$ cat src/rtl/oven_pkg.sv
// Shared oven command definitions: controller states, temperature/time codes
// and the time-code-to-seconds mapping used by the menu controller and the timer.
package oven_pkg;

  typedef enum logic [2:0] {
    IDLE,
    PREHEAT,
    COOK,
    PAUSE,
    DONE
  } state_t;

  typedef enum logic [1:0] {
    TEMP_OFF,
    TEMP_LOW,
    TEMP_MED,
    TEMP_HIGH
  } temp_code_t;

  typedef enum logic [1:0] {
    TIME_NONE,
    TIME_1,
    TIME_2,
    TIME_3
  } time_code_t;

  localparam int DEF_TIME1 = 30;
  localparam int DEF_TIME2 = 60;
  localparam int DEF_TIME3 = 120;

  function automatic int cook_secs(input logic [1:0] code, input int t1, input int t2,
                                   input int t3);
    case (code)
      TIME_1:  return t1;
      TIME_2:  return t2;
      TIME_3:  return t3;
      default: return 0;
    endcase
  endfunction

endpackage

$ cat src/rtl/oven_sec_tick.sv
// One-second prescaler: counts enabled clocks 0..TICKS_PER_SEC-1 and flags the last count.
module oven_sec_tick
  #(parameter int TICKS_PER_SEC = 100)
  (input  logic clk,
   input  logic rst_n,
   input  logic en,
   input  logic clr,
   output logic tick);

  localparam int CNT_W = $clog2(TICKS_PER_SEC);
  localparam logic [CNT_W-1:0] LAST = CNT_W'(TICKS_PER_SEC - 1);

  logic [CNT_W-1:0] count;

  always_ff @(posedge clk) begin
    if (!rst_n || clr) begin
      count <= '0;
    end else if (en) begin
      count <= (count == LAST) ? '0 : count + CNT_W'(1);
    end
  end

  // Reflects the count even while frozen; the owner only acts on it when enabled.
  assign tick = (count == LAST);

endmodule

$ cat src/rtl/oven_cook_timer.sv
// Cook execution controller: preheat, timed cook, door pause, cancel and
// completion buzzer, driven by the committed command from the menu controller.
module oven_cook_timer
  import oven_pkg::*;
  #(parameter int TICKS_PER_SEC     = 100,
    parameter int SEC_W             = 8,
    parameter int PREHEAT_PER_LEVEL = 10,
    parameter int TIME1             = DEF_TIME1,
    parameter int TIME2             = DEF_TIME2,
    parameter int TIME3             = DEF_TIME3,
    parameter int BUZZ_SECS         = 3)
  (input  logic             clk,
   input  logic             rst_n,
   input  logic             start,
   input  logic [1:0]       temp,
   input  logic [1:0]       temp_time,
   input  logic             door_open,
   input  logic             cancel,
   output logic [1:0]       heater,
   output logic             busy,
   output logic [SEC_W-1:0] remaining,
   output logic             done,
   output logic             buzzer,
   output logic             reject);

  localparam int BUZZ_W = (BUZZ_SECS < 2) ? 1 : $clog2(BUZZ_SECS + 1);
  localparam logic [SEC_W-1:0] ONE_SEC = SEC_W'(1);

  if (3 * PREHEAT_PER_LEVEL >= 2 ** SEC_W || TIME3 >= 2 ** SEC_W) begin : g_width_check
    $fatal(1, "oven_cook_timer: preheat or cook constant does not fit SEC_W");
  end

  state_t            state_q, state_d, ret_q, ret_d;
  logic [1:0]        temp_q, temp_d, time_q, time_d;
  logic [BUZZ_W-1:0] buzz_q, buzz_d;
  logic [SEC_W-1:0]  remaining_d;
  logic [1:0]        heater_d;
  logic              busy_d, done_d, buzzer_d, reject_d;
  logic              start_q, start_edge;
  logic              tick, tick_en, tick_clr;

  assign start_edge = start & ~start_q;

  oven_sec_tick #(.TICKS_PER_SEC(TICKS_PER_SEC)) u_sec_tick (
    .clk   (clk),
    .rst_n (rst_n),
    .en    (tick_en),
    .clr   (tick_clr),
    .tick  (tick)
  );

  always_ff @(posedge clk) begin
    if (!rst_n) begin
      state_q   <= IDLE;
      ret_q     <= IDLE;
      temp_q    <= '0;
      time_q    <= '0;
      buzz_q    <= '0;
      start_q   <= 1'b0;
      heater    <= '0;
      busy      <= 1'b0;
      remaining <= '0;
      done      <= 1'b0;
      buzzer    <= 1'b0;
      reject    <= 1'b0;
    end else begin
      state_q   <= state_d;
      ret_q     <= ret_d;
      temp_q    <= temp_d;
      time_q    <= time_d;
      buzz_q    <= buzz_d;
      start_q   <= start;
      heater    <= heater_d;
      busy      <= busy_d;
      remaining <= remaining_d;
      done      <= done_d;
      buzzer    <= buzzer_d;
      reject    <= reject_d;
    end
  end

  // Priority inside an active run: cancel, then door, then the second tick.
  always_comb begin
    state_d     = state_q;
    ret_d       = ret_q;
    temp_d      = temp_q;
    time_d      = time_q;
    buzz_d      = buzz_q;
    heater_d    = heater;
    busy_d      = busy;
    remaining_d = remaining;
    buzzer_d    = buzzer;
    done_d      = 1'b0;
    reject_d    = 1'b0;
    tick_en     = 1'b0;
    tick_clr    = 1'b0;

    if (state_q != IDLE && cancel) begin
      state_d     = IDLE;
      heater_d    = '0;
      remaining_d = '0;
      buzzer_d    = 1'b0;
      busy_d      = 1'b0;
      buzz_d      = '0;
      tick_clr    = 1'b1;
    end else begin
      case (state_q)
        IDLE: begin
          if (start_edge) begin
            if (temp != TEMP_OFF && temp_time != TIME_NONE && !door_open) begin
              state_d     = PREHEAT;
              temp_d      = temp;
              time_d      = temp_time;
              heater_d    = temp;
              busy_d      = 1'b1;
              remaining_d = SEC_W'(temp) * SEC_W'(PREHEAT_PER_LEVEL);
              tick_clr    = 1'b1;
            end else begin
              reject_d = 1'b1;
            end
          end
        end
        PREHEAT, COOK: begin
          if (door_open) begin
            state_d  = PAUSE;
            ret_d    = state_q;
            heater_d = '0;
          end else begin
            tick_en = 1'b1;
            if (tick) begin
              if (remaining == ONE_SEC) begin
                if (state_q == PREHEAT) begin
                  state_d     = COOK;
                  remaining_d = SEC_W'(cook_secs(time_q, TIME1, TIME2, TIME3));
                end else begin
                  state_d     = DONE;
                  remaining_d = '0;
                  heater_d    = '0;
                  done_d      = 1'b1;
                  buzzer_d    = 1'b1;
                  buzz_d      = BUZZ_W'(BUZZ_SECS);
                end
              end else begin
                remaining_d = remaining - ONE_SEC;
              end
            end
          end
        end
        PAUSE: begin
          if (!door_open) begin
            state_d  = ret_q;
            heater_d = temp_q;
          end
        end
        DONE: begin
          tick_en = 1'b1;
          if (tick) begin
            if (buzz_q <= BUZZ_W'(1)) begin
              state_d  = IDLE;
              buzz_d   = '0;
              buzzer_d = 1'b0;
              busy_d   = 1'b0;
            end else begin
              buzz_d = buzz_q - BUZZ_W'(1);
            end
          end
        end
        default: state_d = IDLE;
      endcase
    end
  end

endmodule
$ cat config.mk
export PLATFORM = sky130hd
export DESIGN_NAME = oven_cook_timer
export DESIGN_NICKNAME = d
export VERILOG_FILES = /design/src/rtl/oven_pkg.sv /design/src/rtl/oven_sec_tick.sv /design/src/rtl/oven_cook_timer.sv
export SDC_FILE = /design/constraint.sdc
export NUM_CORES = 1
export LEC_CHECK = 0
export ABC_AREA = 1
export CORE_UTILIZATION = 40
export DETAILED_ROUTE_END_ITERATION = 12
export GPL_TIMING_DRIVEN = 0
export PLACE_DENSITY_LB_ADDON = 0.05
export SETUP_SLACK_MARGIN = 0.4
export SLEW_MARGIN = 20
export SYNTH_ARGS = -nofsm -noshare
export SYNTH_HDL_FRONTEND = slang
export SYNTH_HIERARCHICAL = 1
export SYNTH_SLANG_ARGS = --single-unit
export TNS_END_PERCENT = 10
$ cat constraint.sdc
create_clock -name clk -period 2.9 [get_ports clk]
set_input_delay 0.29 -clock clk [delete_from_list [all_inputs] [get_ports clk]]
set_output_delay 0.29 -clock clk [all_outputs]
set_load 0.1 [all_outputs]
After elaboration in Yosys (flattened, before gate mapping)

Cells that the tools add are included.

Bits in registers: 34
Input port bits: 9
Output and inout port bits: 14

Add/sub/neg operators: 3
Multipliers: 1
$lt $le $gt $ge: 1
Eq/ne operators: 21
Mux-type cells: 53
Bitwise operators: 9
Reductions and logical operators: 26

Operators with widths:

| cell                                                                   | number |
|---|---|
| 8-bit 2-to-1 mux                                                       | 6 |
| 3-bit 2-to-1 mux                                                       | 9 |
| 2-bit 2-to-1 mux                                                       | 13 |
| 7-bit case mux with 3 select lines                                     | 1 |
| 2-bit inequality test (second input constant)                          | 9 |
| 1-bit 2-to-1 mux                                                       | 16 |
| 8-bit case mux with 2 select lines                                     | 1 |
| 7-bit AND reduction                                                    | 2 |
| 3-bit case mux with 4 select lines                                     | 1 |
| 6-bit AND reduction                                                    | 2 |
| 5-bit AND reduction                                                    | 2 |
| 2-bit nonzero test                                                     | 5 |
| 3-bit inequality test (second input constant)                          | 3 |
| 8-bit by 1-bit equality test with 1-bit output (second input constant) | 1 |
| 1-bit inverter                                                         | 8 |
| 8-bit by 1-bit subtractor with 8-bit output (second input constant)    | 1 |
| 7-bit by 1-bit adder with 7-bit output (second input constant)         | 1 |
| 7-bit equality test (second input constant)                            | 1 |
| 7-bit 2-to-1 mux                                                       | 1 |
| 3-bit by 2-bit equality test with 1-bit output (second input constant) | 2 |
| 1-bit case mux with 2 select lines                                     | 3 |
| 2-bit case mux with 3 select lines                                     | 1 |
| 3-bit nonzero test                                                     | 2 |
| 6-bit OR reduction                                                     | 1 |
| other kinds (17)                                                       | 22 |

Logic depth before layout (Yosys ltp)

Depth in word-level cells: 8
Mapped depth: 12

Hierarchy

Netlist, hierarchy kept.

By module, submodules not included:

| module          | instances | cells each | area each (um^2) | sequential area each (um^2) |
|---|---|---|---|---|
| oven_cook_timer | 1         | 262        | 1697.9           | 540.5 |
| oven_sec_tick   | 1         | 57         | 375.4            | 140.1 |

Worst setup path after synthesis

No wires, ideal clock.

Path kind: register -> register
From: reg remaining[0]
To: reg remaining[2]
Library setup time: 0.118 ns
Arrival: 1.951 ns
Path slack: 0.831 ns
Cell stages (with the launch flop): 9
Buffers on the path: 0
Cell sequence: dfxtp_1 > inv_1 > ha_1 > inv_1 > nor2_1 > o21ai_0 > a21oi_1 > nor2_1 > nor2_1

Cells in the longest elaborated chain, start to end: 5

RTL lines:

| item                                                                                                                 | RTL line                                       | text |
|---|---|---|
| start, declared                                                                                                      | oven_cook_timer.sv:21                          | `output logic [SEC_W-1:0] remaining,` |
| start signal, assigned                                                                                               | oven_cook_timer.sv:75                          | `remaining <= remaining_d;` |
| 8-bit by 1-bit subtractor with 8-bit output / 8-bit by 1-bit equality test with 1-bit output (equally long branches) | oven_cook_timer.sv:144, oven_cook_timer.sv:131 |  |
| 8-bit 2-to-1 mux (*)                                                                                                 | oven_cook_timer.sv:131                         | `if (remaining == ONE_SEC) begin` |
| 8-bit 2-to-1 mux (*)                                                                                                 | oven_cook_timer.sv:130                         | `if (tick) begin` |
| 8-bit 2-to-1 mux (*)                                                                                                 | oven_cook_timer.sv:124                         | `if (door_open) begin` |
| 8-bit case mux with 2 select lines (*)                                                                               | oven_cook_timer.sv:107                         | `case (state_q)` |

Mark *: on every way between the ends. The rest lies on a longest branch, timed or not. The select of a mux whose other input is x is not followed.
A chain may end at the register's enable or synchronous reset.

Final worst setup path

From: reg remaining[2]
To: out remaining[2]

No word-level cell between the ends.

==> run_results.csv <==
group,metric,value,unit
routing,drtPass1Iterations,4,
layout,nets,364,
routing,num_vias,1978,
sta,min_period_over_period,76.2,%
routing,wire_per_inst,11.7,um
routing,routed_via_density,4.77,
layout,utilization,51.8,%
floorplanning,fp.dieW,74.0,um
clock_network,htreeDepth,2,
worst_hold_path,min_from,"door_open",
global_route,grt_max_degree,12,
clock_network,cts_resized,0,
global_route,grt_usage,20.0,%
logic_synthesis,yosys_warnings,6,
routing,first_iter_violations,130,
clock_network,clk_pin_slew,0.07,ns
layout,drive_gt1_share,10.9,%
power,intPower,1000,uW
logic_synthesis,syn_inst,319,
clock_network,clk_latency,0.29,ns
sta,hold_viol,0,
worst_hold_path,hold_path_end,"ret_q[1]",
logic_synthesis,syn-num-nets,336,
critical_path,critical-path-top-delay-family,"buffers and inverters",
sta,drv_slew,0,
critical_path,reg2reg_depth,9,
power,p_sw_share,35.2,%
critical_path,worstSetupStartpointType,"flop",
clock_network,root_buffer,"clkbuf_8",
power,power.density,615,nW/um2
floorplanning,core,4850,um2
logic_synthesis,synth.cell_area,2070,um2
layout,area_growth,21.1,%
layout,instances_no_fill,415,
logic_synthesis,async_flop_share,0,%
sta,worstMarginPinSlew,0.981,ns
run_status,status,"complete, no violations",
critical_path,r2r_setup_slack,0.86,ns
logic_synthesis,ys_types,28,
place,portBuffers,21,
power,peakVddDrop,0.000430,V
critical_path,crit_slowest_cell,"clkdlybuf4s50_1",
logic_synthesis,ys.flop_type,"dfxtp_1",
worst_hold_path,worstHoldPathType,"in2reg",
floorplanning,die_y,74.0,um
run,cap_violations,0,
floorplanning,initial_core_util,42.8,%
global_route,grt_pass1_vias,1781,
layout,mostFrequentLayoutCells,"nand2_1 (77), nor2_1 (42), inv_1 (41), dfxtp_1 (34), nand3_1 (28)",
global_route,grt_pass1_wl,8.38,mm
clock_network,numCtsBuffers,5,
floorplanning,pin_count,23,
clock_network,post-cts-setup-buffers,0,
routing,antenna_left,0,
critical_path,worst-setup-path-type,"reg2out",
clock_network,cts_hold_buf,0,
clock_network,clock-sinks,34,
critical_path,cp.required,2.61,ns
logic_synthesis,synth-seq-cells,34,
worst_hold_path,min_path_cells,3,
clock_network,clockBufferDepth,2,
critical_path,r2r_end,"u_sec_tick/count[4]",
global_route,antenna_found_initial,0,
routing,drc,0,
logic_synthesis,synth_edf_count,0,
critical_path,crit_buf_inv,1,
sta,fmaxAchievable,452,MHz
critical_path,endpoint_kind,"output port",
global_route,overflow,0,
power,p_leak,1.08,nW
place,hpwl,3.78,mm
sta,rsz0062_at_grt,"no",
clock_network,tritoncts,"built",
floorplanning,die-area,5480,um2
sta,layout_min_cycle_time,2.21,ns
power,combPwrFrac,30.0,%
routing,routed_wl,4.87,mm
layout,final_common_cell,"nand2_1",
critical_path,cp_slowest_stage_delay,1.18,ns
critical_path,r2r-start,"state_q[2]",
sta,fin_setup_tns,0,ns
sta,clock_skew,0.00749,ns
power,p_sw,544,uW
logic_synthesis,avgSynthCellArea,6.50,um2
place,post-place-cells,407,
power,seq_power_share,34.3,%
critical_path,path_cells,"clkdlybuf4s50_1",
sta,setup_viol,0,
power,clockPowerShare,35.7,%
place,gp_congestion,0.810,
layout,n_fill_cell,499,
critical_path,cp.arrival,1.92,ns
sta,maxSlewHeadroom,34.4,%
logic_synthesis,synth.yosys.seq_area_share,32.8,%
floorplanning,core.rowCount,25,
layout,diodes,0,
critical_path,crit_path_max_fanout,6,
[power by group through the flow]
| stage | combinational (mW) | clock [mW] | sequential, mW |
|---|---|---|---|
| floorplan | 0.243 | 0 | 0.650 |
| global placement | 0.460 | 0 | 0.540 |
| detailed placement | 0.463 | 0 | 0.540 |
| CTS | 0.464 | 0.561 | 0.529 |
| global route | 0.510 | 0.580 | 0.534 |
| finish | 0.463 | 0.551 | 0.530 |
[layer usage]
metal | vias to the layer above | part of all wire (%) | GRT usage [%] | routed length [um]
met4 | 0 | 1.4 | 7.05 | 67
met3 | 7 | 3.7 | 3.39 | 182
met2 | 31 | 41 | 29.5 | 1990
li1 | 1069 | - | - | -
met1 | 871 | 54 | 29.2 | 2630
met5 | - | 0 | 0 | 0
[through the flow]
| stage | hold slack [ns] | setup slack (ns) | cell area, um2 | power (mW) |
|---|---|---|---|---|
| after global placement | 0.445 | 0.876 | 2370 | 1.00 |
| after global routing | 0.467 | 0.624 | 2510 | 1.62 |
| final | 0.429 | 0.690 | 2510 | 1.54 |
| after floorplan | 0.383 | 0.831 | 2070 | 0.893 |
| after detailed placement | 0.446 | 0.873 | 2370 | 1.00 |
| after CTS | 0.420 | 0.690 | 2510 | 1.55 |
[flip-flops by register name, indices dropped and copies added, names as in the netlist]
signal and count:
remaining 8, u_sec_tick/count 7, ret_q 3, state_q 3, buzz_q 2, heater 2
temp_q 2, time_q 2, busy 1, buzzer 1, done 1, reject 1
start_q 1
[area by class of cell]
| cell class | count | area, um2 | share of cell area [%] |
|---|---|---|---|
| plain buffers | 2 | 10.0 | 0.399 |
| well taps | 67 | 83.8 | 3.34 |
| clock inverters | 2 | 60.1 | 2.39 |
| clock buffers | 6 | 82.6 | 3.29 |
| inverters | 48 | 180 | 7.18 |
| multi-input cells | 235 | 1200 | 47.9 |
| flip-flops and latches | 34 | 681 | 27.1 |
| repair buffers | 21 | 210 | 8.37 |
[cell usage after synthesis, types with 3 or more instances]
cell type	number	area, um2
a21oi_1	20	100
dfxtp_1	34	681
ha_1	8	100
inv_1	41	154
inv_2	7	26.3
nand2_1	77	289
nand2_2	5	31.3
nand3_1	28	140
nand3_2	3	30.0
nand4_1	5	31.3
nor2_1	42	158
nor2_2	5	31.3
nor2_4	3	33.8
o21ai_0	20	100
xnor2_1	3	26.3
[cells by family after synthesis]
kind of cell / after synthesis / synth area share, %
AO/OA/AOI/OAI: 47 / 12.3
XOR/XNOR: 5 / 2.11
adder cells (fa/ha/maj): 8 / 4.83
buffers and inverters: 50 / 9.17
flip-flops: 34 / 32.8
AND/OR/NAND/NOR: 175 / 38.7
[worst max-delay path by stage]
stage,startpoint,endpoint,cells after the start,slack [ns]
4_1_cts,remaining[2],remaining[2],1,0.69
6_report,remaining[2],remaining[2],1,0.69
5_1_grt,state_q[2],u_sec_tick/count[6],10,0.62
2_1_floorplan,remaining[0],remaining[2],8,0.83
3_5_place_dp,state_q[2],u_sec_tick/count[4],9,0.87
3_3_place_gp,state_q[2],u_sec_tick/count[4],9,0.88
Power figures use the tool's default switching activity.
